**src/rtl/rob_commit_ctrl.sv**
```systemverilog
// Purpose : in-order reorder buffer; allocates tags, takes CDB results, retires the head into RegFile, flushes on a mispredicted head.
// Latency : CDB write at edge E marks an entry ready; its commit is registered at E+1 (one commit per cycle max); operand lookup is combinational.
// Backpressure: full_to_dsp refuses allocation when all entries are in use or during the rollback output cycle; no bypass through a same-edge commit.
//
// Ports:
//   clk, rst                          clock / asynchronous active-high reset
//   alloc_from_dsp, rd_from_dsp       allocation request and its destination register
//   rob_id_to_dsp, full_to_dsp        tag for the next allocation, allocation refused
//   Q1/Q2_from_dsp                    operand tags to look up
//   ready1/2_to_dsp, V1/V2_to_dsp     operand availability and value (0 when not ready)
//   valid/Q/V/mispred_from_cdb        common data bus broadcast
//   commit_flag_to_rf, rollback_flag_to_rf, rd_to_rf, Q_to_rf, V_to_rf   registered commit port
module rob_commit_ctrl #(
    parameter int ROB_SIZE = 16,
    parameter int ROB_ID_W = 5,
    parameter int DATA_W   = 32,
    parameter int REG_W    = 5
) (
    input  logic                clk,
    input  logic                rst,
    input  logic                alloc_from_dsp,
    input  logic [REG_W-1:0]    rd_from_dsp,
    output logic [ROB_ID_W-1:0] rob_id_to_dsp,
    output logic                full_to_dsp,
    input  logic [ROB_ID_W-1:0] Q1_from_dsp,
    input  logic [ROB_ID_W-1:0] Q2_from_dsp,
    output logic                ready1_to_dsp,
    output logic                ready2_to_dsp,
    output logic [DATA_W-1:0]   V1_to_dsp,
    output logic [DATA_W-1:0]   V2_to_dsp,
    input  logic                valid_from_cdb,
    input  logic [ROB_ID_W-1:0] Q_from_cdb,
    input  logic [DATA_W-1:0]   V_from_cdb,
    input  logic                mispred_from_cdb,
    output logic                commit_flag_to_rf,
    output logic                rollback_flag_to_rf,
    output logic [REG_W-1:0]    rd_to_rf,
    output logic [ROB_ID_W-1:0] Q_to_rf,
    output logic [DATA_W-1:0]   V_to_rf
);

    localparam int PTR_W = $clog2(ROB_SIZE);
    localparam logic [ROB_ID_W-1:0] ZERO_ROB = '0;

    // Per-entry control bits live in reset flops; rd/value are plain storage
    // because they are only ever observed through a busy entry.
    logic [ROB_SIZE-1:0] r_busy;
    logic [ROB_SIZE-1:0] r_ready;
    logic [ROB_SIZE-1:0] r_mispred;
    logic [REG_W-1:0]    r_rd  [ROB_SIZE];
    logic [DATA_W-1:0]   r_val [ROB_SIZE];

    logic [PTR_W-1:0]    r_head;
    logic [PTR_W-1:0]    r_tail;
    logic [ROB_ID_W-1:0] r_count;

    logic                w_alloc;
    logic                w_commit;
    logic                w_flush;
    logic                w_cdb_wr;
    logic [PTR_W-1:0]    w_cdb_idx;

    // Tags are index+1; anything outside 1..ROB_SIZE names no entry.
    function automatic logic tag_valid(input logic [ROB_ID_W-1:0] tag);
        return (tag != ZERO_ROB) && (tag <= ROB_ID_W'(ROB_SIZE));
    endfunction

    function automatic logic [PTR_W-1:0] tag_idx(input logic [ROB_ID_W-1:0] tag);
        return PTR_W'(tag - ROB_ID_W'(1));
    endfunction

    // Returns {ready, value} for one operand port.
    function automatic logic [DATA_W:0] lookup(input logic [ROB_ID_W-1:0] tag);
        logic [DATA_W:0] res;
        res = '0;
        if (tag == ZERO_ROB) begin
            res = '0;
        end else if (valid_from_cdb && (Q_from_cdb == tag)) begin
            res = {1'b1, V_from_cdb};
        end else if (tag_valid(tag) && r_busy[tag_idx(tag)] && r_ready[tag_idx(tag)]) begin
            res = {1'b1, r_val[tag_idx(tag)]};
        end
        return res;
    endfunction

    assign full_to_dsp   = (r_count == ROB_ID_W'(ROB_SIZE)) || rollback_flag_to_rf;
    assign rob_id_to_dsp = ROB_ID_W'(r_tail) + ROB_ID_W'(1);

    assign w_alloc   = alloc_from_dsp && !full_to_dsp;
    assign w_commit  = r_busy[r_head] && r_ready[r_head];
    assign w_flush   = w_commit && r_mispred[r_head];
    assign w_cdb_idx = tag_idx(Q_from_cdb);
    assign w_cdb_wr  = valid_from_cdb && tag_valid(Q_from_cdb) && r_busy[w_cdb_idx];

    always_comb begin
        ready1_to_dsp = 1'b0;
        V1_to_dsp     = '0;
        ready2_to_dsp = 1'b0;
        V2_to_dsp     = '0;
        {ready1_to_dsp, V1_to_dsp} = lookup(Q1_from_dsp);
        {ready2_to_dsp, V2_to_dsp} = lookup(Q2_from_dsp);
    end

    always_ff @(posedge clk or posedge rst) begin
        if (rst) begin
            r_busy              <= '0;
            r_ready             <= '0;
            r_mispred           <= '0;
            r_head              <= '0;
            r_tail              <= '0;
            r_count             <= '0;
            commit_flag_to_rf   <= 1'b0;
            rollback_flag_to_rf <= 1'b0;
            rd_to_rf            <= '0;
            Q_to_rf             <= '0;
            V_to_rf             <= '0;
        end else begin
            commit_flag_to_rf   <= w_commit;
            rollback_flag_to_rf <= w_flush;
            if (w_commit) begin
                rd_to_rf <= r_rd[r_head];
                Q_to_rf  <= ROB_ID_W'(r_head) + ROB_ID_W'(1);
                V_to_rf  <= r_val[r_head];
            end

            if (w_flush) begin
                // Mispredicted head: everything younger is squashed, and any
                // allocation or CDB write at this edge is discarded with it.
                r_busy    <= '0;
                r_ready   <= '0;
                r_mispred <= '0;
                r_head    <= '0;
                r_tail    <= '0;
                r_count   <= '0;
            end else begin
                if (w_cdb_wr) begin
                    r_ready[w_cdb_idx]   <= 1'b1;
                    r_mispred[w_cdb_idx] <= mispred_from_cdb;
                end
                // Tail and head can only coincide when empty (no commit) or
                // full (no alloc), so these two writes never collide.
                if (w_alloc) begin
                    r_busy[r_tail]    <= 1'b1;
                    r_ready[r_tail]   <= 1'b0;
                    r_mispred[r_tail] <= 1'b0;
                    r_tail            <= r_tail + PTR_W'(1);
                end
                if (w_commit) begin
                    r_busy[r_head] <= 1'b0;
                    r_head         <= r_head + PTR_W'(1);
                end
                case ({w_alloc, w_commit})
                    2'b10:   r_count <= r_count + ROB_ID_W'(1);
                    2'b01:   r_count <= r_count - ROB_ID_W'(1);
                    default: r_count <= r_count;
                endcase
            end
        end
    end

    // Payload storage; stale writes on a flush edge are harmless since the
    // entries are no longer busy.
    always_ff @(posedge clk) begin
        if (w_alloc) begin
            r_rd[r_tail] <= rd_from_dsp;
        end
        if (w_cdb_wr) begin
            r_val[w_cdb_idx] <= V_from_cdb;
        end
    end

endmodule

```
**config.mk**
```make
export PLATFORM = sky130hd
export DESIGN_NAME = rob_commit_ctrl
export DESIGN_NICKNAME = d
export VERILOG_FILES = /design/src/rtl/rob_commit_ctrl.sv
export SDC_FILE = /design/constraint.sdc
export NUM_CORES = 1
export LEC_CHECK = 0
export BUFFER_PORTS_ARGS = -buffer_cell sky130_fd_sc_hd__buf_2
export CAP_MARGIN = 40
export CORE_MARGIN = 1
export CORE_UTILIZATION = 35
export DETAILED_ROUTE_END_ITERATION = 10
export GPL_TIMING_DRIVEN = 0
export SYNTH_ARGS = -nofsm -noshare
export SYNTH_HDL_FRONTEND = slang
export SYNTH_SLANG_ARGS = --single-unit
```
**constraint.sdc**
```tcl
create_clock -name clk -period 4.4 [get_ports clk]
set_input_delay 0.66 -clock clk [delete_from_list [all_inputs] [get_ports clk]]
set_output_delay 0.66 -clock clk [all_outputs]
set_load 0.05 [all_outputs]
```
==> flow_metrics.tcl, run 1 <==
set metrics [dict create \
    worstHoldPathType "input port to async pin" \
    cts_post_setup_buffers_inserted 0 \
    dp.final_hpwl_mm 94.56 \
    floorplan.die.height_um 325.6 \
    synthTopCellsByArea "edfxtp_1 (49%), mux4_2 (31%), dfrtp_1 (7.2%)" \
    startpoint_type "input port" \
    finalClockSkew_ns 0.03656 \
    core_sq_um 103600 \
    r2r_cells 17 \
    grt_setup_unrepaired "yes" \
    num_vias 23580 \
    gr-total-overflow 0 \
    post_cts_hold_buffer_count 0 \
    total_die_area_sq_um 106000 \
    finish.instance_area_sq_um 43570 \
    clock_path_buffers 3 \
    post-route-util_pct 42.04 \
    critPathRequiredTime_ns 3.74 \
    fin_hold_ws_ns 0.02262 \
    average_vias_per_placed_instance 6.273 \
    slew_viol_final 0 \
    synth_enable_flop_cells 592 \
    finalWorstSetupSlack_ns 0.03607 \
    cts_made_buffers 80 \
    numClockSinks 697 \
    final.setup.tns_ns 0 \
    global_placer_s_final_weighted_congestion 0.9004 \
    max-slew-margin-rel_pct 37.20 \
    post_synth_xor_area_fraction_pct 0.5976 \
    kind_of_critical_path "input port to primary output" \
    multi_input_comb_area_sq_um 15540 \
    dr.first_iter.drc_count 3331 \
    timing.critical_path.arrival_ns 3.70 \
    leakage_nw 14.71 \
    post_synth_instance_area_sq_um 36640 \
    finalSetupViolations 0 \
    outcome "finished, final reports clean" \
    row_count 118 \
    synth-compound-area-share_pct 1.806 \
    cts.clk_slew.worst_paths_ns 0.05 \
    yosys.area_share.adder_pct 0.8059 \
    cts-htree-levels 3 \
    drt_pre_antenna_iters 6 \
    nFillCells 9154 \
    period_needed_ns 4.364 \
    detailedPlace.worstSlack_ns -1.105 \
    ys_ff_latch 697 \
    finalHoldViolations 0 \
    timing_worst_slew_pin_value_ns 0.9420 \
    synth_ff_type "edfxtp_1" \
    gr-usage-all-layers_pct 24.44 \
    critical_path.reg2reg.startpoint "r_head[2]" \
    clock_tree_from_tritoncts "yes" \
    first_global_vias 24230 \
    layout-drive-gt1-share_pct 45.24 \
    die_width_um 325.6 \
    grt_pass1_wl_mm 183.0 \
    seqCellArea_sq_um 20400 \
    synth_seq_area_share_pct 55.69 \
    regToRegSetupSlack_ns 0.23 \
    post_synth_num_cell_types 50 \
    synth_top_family_by_area "multiplexers" \
    maxClockFrequency_ghz 0.2292 \
    antenna_found_initial 14 \
    netlist_instances 1944 \
    ys_warn_count 0 \
    synth_async_sr_flop_share_pct 15.06 \
    power.density_cell_area_nw_per_um2 544.2 \
    synth_top_cell_by_area "edfxtp_1" \
    placedInstanceArea_sq_um 40890 \
    initial_utilization_pct 35.35 \
    ir_drop_uv 473.9 \
    portBuffers 170 \
    area_growth_pct 18.91 \
    synth.area.mux_share_pct 35.33 \
    route.antenna.remaining_nets 0 \
    synth.top_cells.by_count "edfxtp_1 (592), mux4_2 (511), dfrtp_1 (105)" \
    synth.most_common_cell "edfxtp_1" \
    worstSetupEndpointType "primary output" \
    cts_root_buffer "clkbuf_16" \
    nets 2391 \
    wl_per_cell_um 34.68 \
    synth_top_cell_area_share_pct 48.52 \
    synth_area_per_cell_sq_um 18.85 \
    cap_violations 0 \
    syn-num-nets 2024 \
    number_of_top_level_design_ports 173 \
    worstReg2RegEnd "r_count[4]" \
    drcViolationCount 0 \
    worst_skew_pair.late_latency_ns 0.66 \
    maximum_fanout_count_along_the_critical_path 11 \
    fin_crit_sh_pct 99.18 \
    maximum_number_of_pins_on_one_net_before_global_route_repair 77 \
    yosys.area_share.simple_pct 3.404 \
    postRouteWirelength_mm 130.3 \
]
cells in the final DEF, fill, tap and decap left out, drive strengths merged, types with 31 or more instances in the layout:
cell type  netlist  layout
inv             35      41
clkbuf          59     170
clkinv           0      31
edfxtp         592     592
mux4           512     512
dfrtp          105     105
nand2           47      47
mux2            39      39
nor2            99      99
buf             96     375
mux2i           97      97
nor3            44      44
metrics by stage:
stage          power, mW  std cells
3_5_place_dp       17.18       3611
3_3_place_gp       16.72       3494
5_1_grt            24.48       3757
4_1_cts            23.71       3756
2_1_floorplan      13.92       1944
6_report           23.71       3758
kinds of logic after synthesis:
logic type / Yosys count
AOI/OAI and AO/OA: 99
muxes: 648
and+or+nand+nor: 262
adders and majority gates: 23
xor gates and xnor gates: 25
buffers and inverters: 190
DFF: 697
critical path, cell delays in order:
cell,delay (ns)
buf_4,0.21
inv_1,0.17
ha_1,0.30
buf_2,0.23
buf_4,0.26
buf_2,0.26
buf_8,0.20
mux4_2,0.31
mux4_2,0.49
mux2i_2,0.28
nor2_1,0.08
buf_2,0.22
flip-flops by register name (all words and copies together), names as in the netlist:
signal / count
r_val: 512
rd_to_rf: 5
r_head: 4
r_rd: 80
V_to_rf: 32
rollback_flag_to_rf: 1
r_busy: 16
r_ready: 16
r_count: 5
Q_to_rf: 5
r_mispred: 16
commit_flag_to_rf: 1
r_tail: 4
power breakdown:
| part | switching (mW) | internal, mW | leakage, nW |
|---|---|---|---|
| Clock | 2.85 | 3.71 | 1.23 |
| Sequential | 0.453 | 7.76 | 6.63 |
| Combinational | 5.38 | 3.55 | 6.85 |
worst max path at each step:
stage,startpoint,endpoint,slack (ns),cells after the start
floorplan,Q_from_cdb[0],r_mispred[7],-0.58,9
global placement,Q_from_cdb[0],r_mispred[5],-4.88,10
detailed placement,Q2_from_dsp[0],V2_to_dsp[8],-1.10,11
CTS,Q1_from_dsp[0],V1_to_dsp[27],0.002,12
global route,r_head[2],r_count[4],-0.04,17
finish,Q1_from_dsp[0],V1_to_dsp[27],0.04,12
what timing repair did:
action                                  in CTS  in global routing
endpoints found under the hold margin        0                  0
endpoints found under the setup margin      66                 28
resized for setup                           32                 23
pin swaps                                    0                  1
cell type report:
type / count / share of cell area [%]
antenna: 2 / 0.01149
tap: 1380 / 3.963
sequential: 697 / 46.83
clock buffer: 105 / 4.925
inverter: 35 / 0.3187
multi-input combinational: 1057 / 35.66
timing repair buffer: 287 / 5.617
buffer: 153 / 1.755
clock inverter: 42 / 0.9246
metal layers:
metal	up-vias	global-route usage (%)	part of all wire, %
met2	1618	38.44	47
li1	9067	-	-
met4	10	7.981	3.5
met3	257	7.691	11
met1	12620	32.20	38
met5	-	0	0.042
Note: power is estimated with default switching activity, not from simulation.
==> inputs of run 2 (changes only) <==
Settings changed: REMOVE_ABC_BUFFERS set to 1.
==> run 2 against run 1 <==
Net effect: largest cell class unchanged; sequential share of layout area decreased by 0.62 points; routed wire length shrank 5.8%; global-route usage is 1.4 points lower; combinational power is 5.8% lower; die area unchanged; fmax rose by 1.1%; first-iteration DRC count decreased by 6.3%; highest routed layer unchanged; design area increased by 1.4%; critical path depth increased by 1; largest power group unchanged; register-to-register slack improved by 0.05 ns.
==> flow_metrics.tcl, run 2 (same netlist as run 1, synthesis figures left out) <==
set metrics [dict create \
    cap_violations 0 \
    power.density_cell_area_nw_per_um2 539.2 \
    portBuffers 172 \
    maximum_fanout_count_along_the_critical_path 18 \
    outcome "finished, final reports clean" \
    core_sq_um 103600 \
    cts.clk_slew.worst_paths_ns 0.06 \
    layout-drive-gt1-share_pct 47.04 \
    sw_frac_of_total_pct 34.02 \
    p_int_mw 15.72 \
    dr.first_iter.drc_count 3121 \
    comb_power_share_pct 35.3 \
    largest-register "r_val" \
    groute.layer.met2.usage_pct 36.26 \
    cts_root_buffer "clkbuf_16" \
    number_of_top_level_design_ports 173 \
    worstSetupEndpointType "primary output" \
    critPathRequiredTime_ns 3.74 \
    finalHoldViolations 0 \
    drcViolationCount 0 \
    average_vias_per_placed_instance 6.289 \
    worstHoldPathType "input port to async pin" \
    global_placer_s_final_weighted_congestion 0.8126 \
    leakage_nw 14.93 \
    clock_path_buffers 3 \
    timing.critical_path.arrival_ns 3.66 \
    maximum_number_of_pins_on_one_net_before_global_route_repair 83 \
    period_needed_ns 4.317 \
    fin_crit_sh_pct 98.11 \
    clock_tree_from_tritoncts "yes" \
    num_vias 23040 \
    row_count 118 \
    floorplan.die.height_um 325.6 \
    gr-total-overflow 0 \
    initial_utilization_pct 35.35 \
    wl_per_cell_um 33.50 \
    leading_cell_types_in_the_layout_fill_and_taps_excluded "edfxtp_1 (592), mux4_2 (511), buf_2 (161), dfrtp_1 (101), mux2i_1 (94)" \
    antenna_found_initial 7 \
    detailedPlace.worstSlack_ns -1.620 \
    route.antenna.remaining_nets 0 \
    mostFrequentLayoutCell "edfxtp_1" \
    gr-usage-all-layers_pct 23.07 \
    die_width_um 325.6 \
    switchingPower_mw 8.107 \
    biggestRegsByFlops "r_val (512), r_rd (80), V_to_rf (32)" \
    nets 2292 \
    placed_cells 3454 \
    grt_util_met3_pct 5.383 \
    startpoint_type "input port" \
    postRouteWirelength_mm 122.7 \
    placedInstanceArea_sq_um 40390 \
    finish.instance_area_sq_um 44190 \
    post_cts_hold_buffer_count 0 \
    critical_path.reg2reg.startpoint "r_head[0]" \
    critical_path.startpoint "Q1_from_dsp[0]" \
    cts_made_buffers 83 \
    max-slew-margin-rel_pct 35.01 \
    dp.final_hpwl_mm 74.45 \
    worst_skew_pair.late_latency_ns 0.66 \
    nFillCells 9013 \
    finalWorstSetupSlack_ns 0.08306 \
    total_die_area_sq_um 106000 \
    ir_drop_uv 554.8 \
    drt_pre_antenna_iters 5 \
    globalRouteMet1Util_pct 31.36 \
    slew_viol_final 0 \
    clockPowerShare_pct 30.1 \
    seqPwrFrac_pct 34.5 \
    kind_of_critical_path "input port to primary output" \
    finalClockSkew_ns 0.02839 \
    area_growth_pct 20.60 \
    first_global_vias 23780 \
    numClockSinks 697 \
    final_cell_count_no_fill 3664 \
    finalSetupViolations 0 \
    maxClockFrequency_ghz 0.2316 \
    grt_busiest_layer "met2" \
    cts-htree-levels 3 \
    post-route-util_pct 42.64 \
    number_of_flip_flops_in_the_largest_register 512 \
    grt_pass1_wl_mm 175.4 \
    timing_worst_slew_pin_value_ns 0.9706 \
]
-- run 2: metrics by stage --
step / setup TNS [ns] / hold WS (ns) / power (mW)
final: 0 / 0.05020 / 23.83
after global routing: -0.03356 / 0.02737 / 24.73
after CTS: -0.001550 / 0.01271 / 23.89
after detailed placement: -86.15 / 0.4749 / 16.42
after global placement: -3706.75 / 0.4676 / 15.66
after floorplan: -689.98 / 0.5040 / 13.97
-- run 2: path summary, 6_finish.rpt --
path / to / slack (ns) / depth (start not counted)
worst max-delay path: V1_to_dsp[0] / 0.08 / 13
worst min-delay path: V_to_rf[0] / 0.05 / 2
worst max register to register: r_count[4] / 0.28 / 16
worst min register to register: V_to_rf[26] / 0.49 / 2
max in group asynchronous: V_to_rf[3] / 3.53 / 3
min in group clk: r_rd[2][3] / 0.38 / 1
-- run 2: critical path, cell delays in order --
cell        delay, ns
buf_8            0.12
buf_16           0.12
buf_16           0.19
clkinvlp_4       0.23
ha_4             0.34
inv_1            0.12
mux4_2           0.50
o21ai_1          0.25
a41oi_4          0.17
buf_12           0.19
buf_16           0.16
nor2_1           0.22
buf_2            0.31
-- run 2: final cells by class --
| type | instances | area, sq um | share of cell area, % |
|---|---|---|---|
| Clock inverter | 45 | 516.7 | 1.169 |
| Antenna cell | 1 | 2.502 | 0.005663 |
| Inverter | 35 | 146.4 | 0.3313 |
| Sequential cell | 697 | 20420 | 46.21 |
| Multi-Input combinational cell | 1057 | 15580 | 35.27 |
| Tap cell | 1380 | 1727 | 3.907 |
| Clock buffer | 111 | 2326 | 5.264 |
| Timing Repair Buffer | 338 | 3468 | 7.849 |
-- run 2: timing repair --
action	4_1_cts	5_1_grt
gates resized for setup	14	21
gates cloned	13	3
pin swaps	5	4
setup endpoints to repair	68	25
setup buffers	23	14
endpoints found under the hold margin	0	0
-- run 2: metal layers --
layer	vias up	share of wire [%]
met5	-	0.028
met4	6	3.6
met3	285	9.6
met2	1599	48
met1	12270	39
li1	8886	-
-- run 2: power groups by stage --
stage / registers (mW) / clock network (mW) / logic [mW]
after floorplan: 9.32 / 0 / 4.65
after global placement: 8.93 / 0 / 6.73
after detailed placement: 8.55 / 0 / 7.87
after CTS: 8.27 / 7.30 / 8.32
after global routing: 8.28 / 7.56 / 8.88
final: 8.22 / 7.18 / 8.42
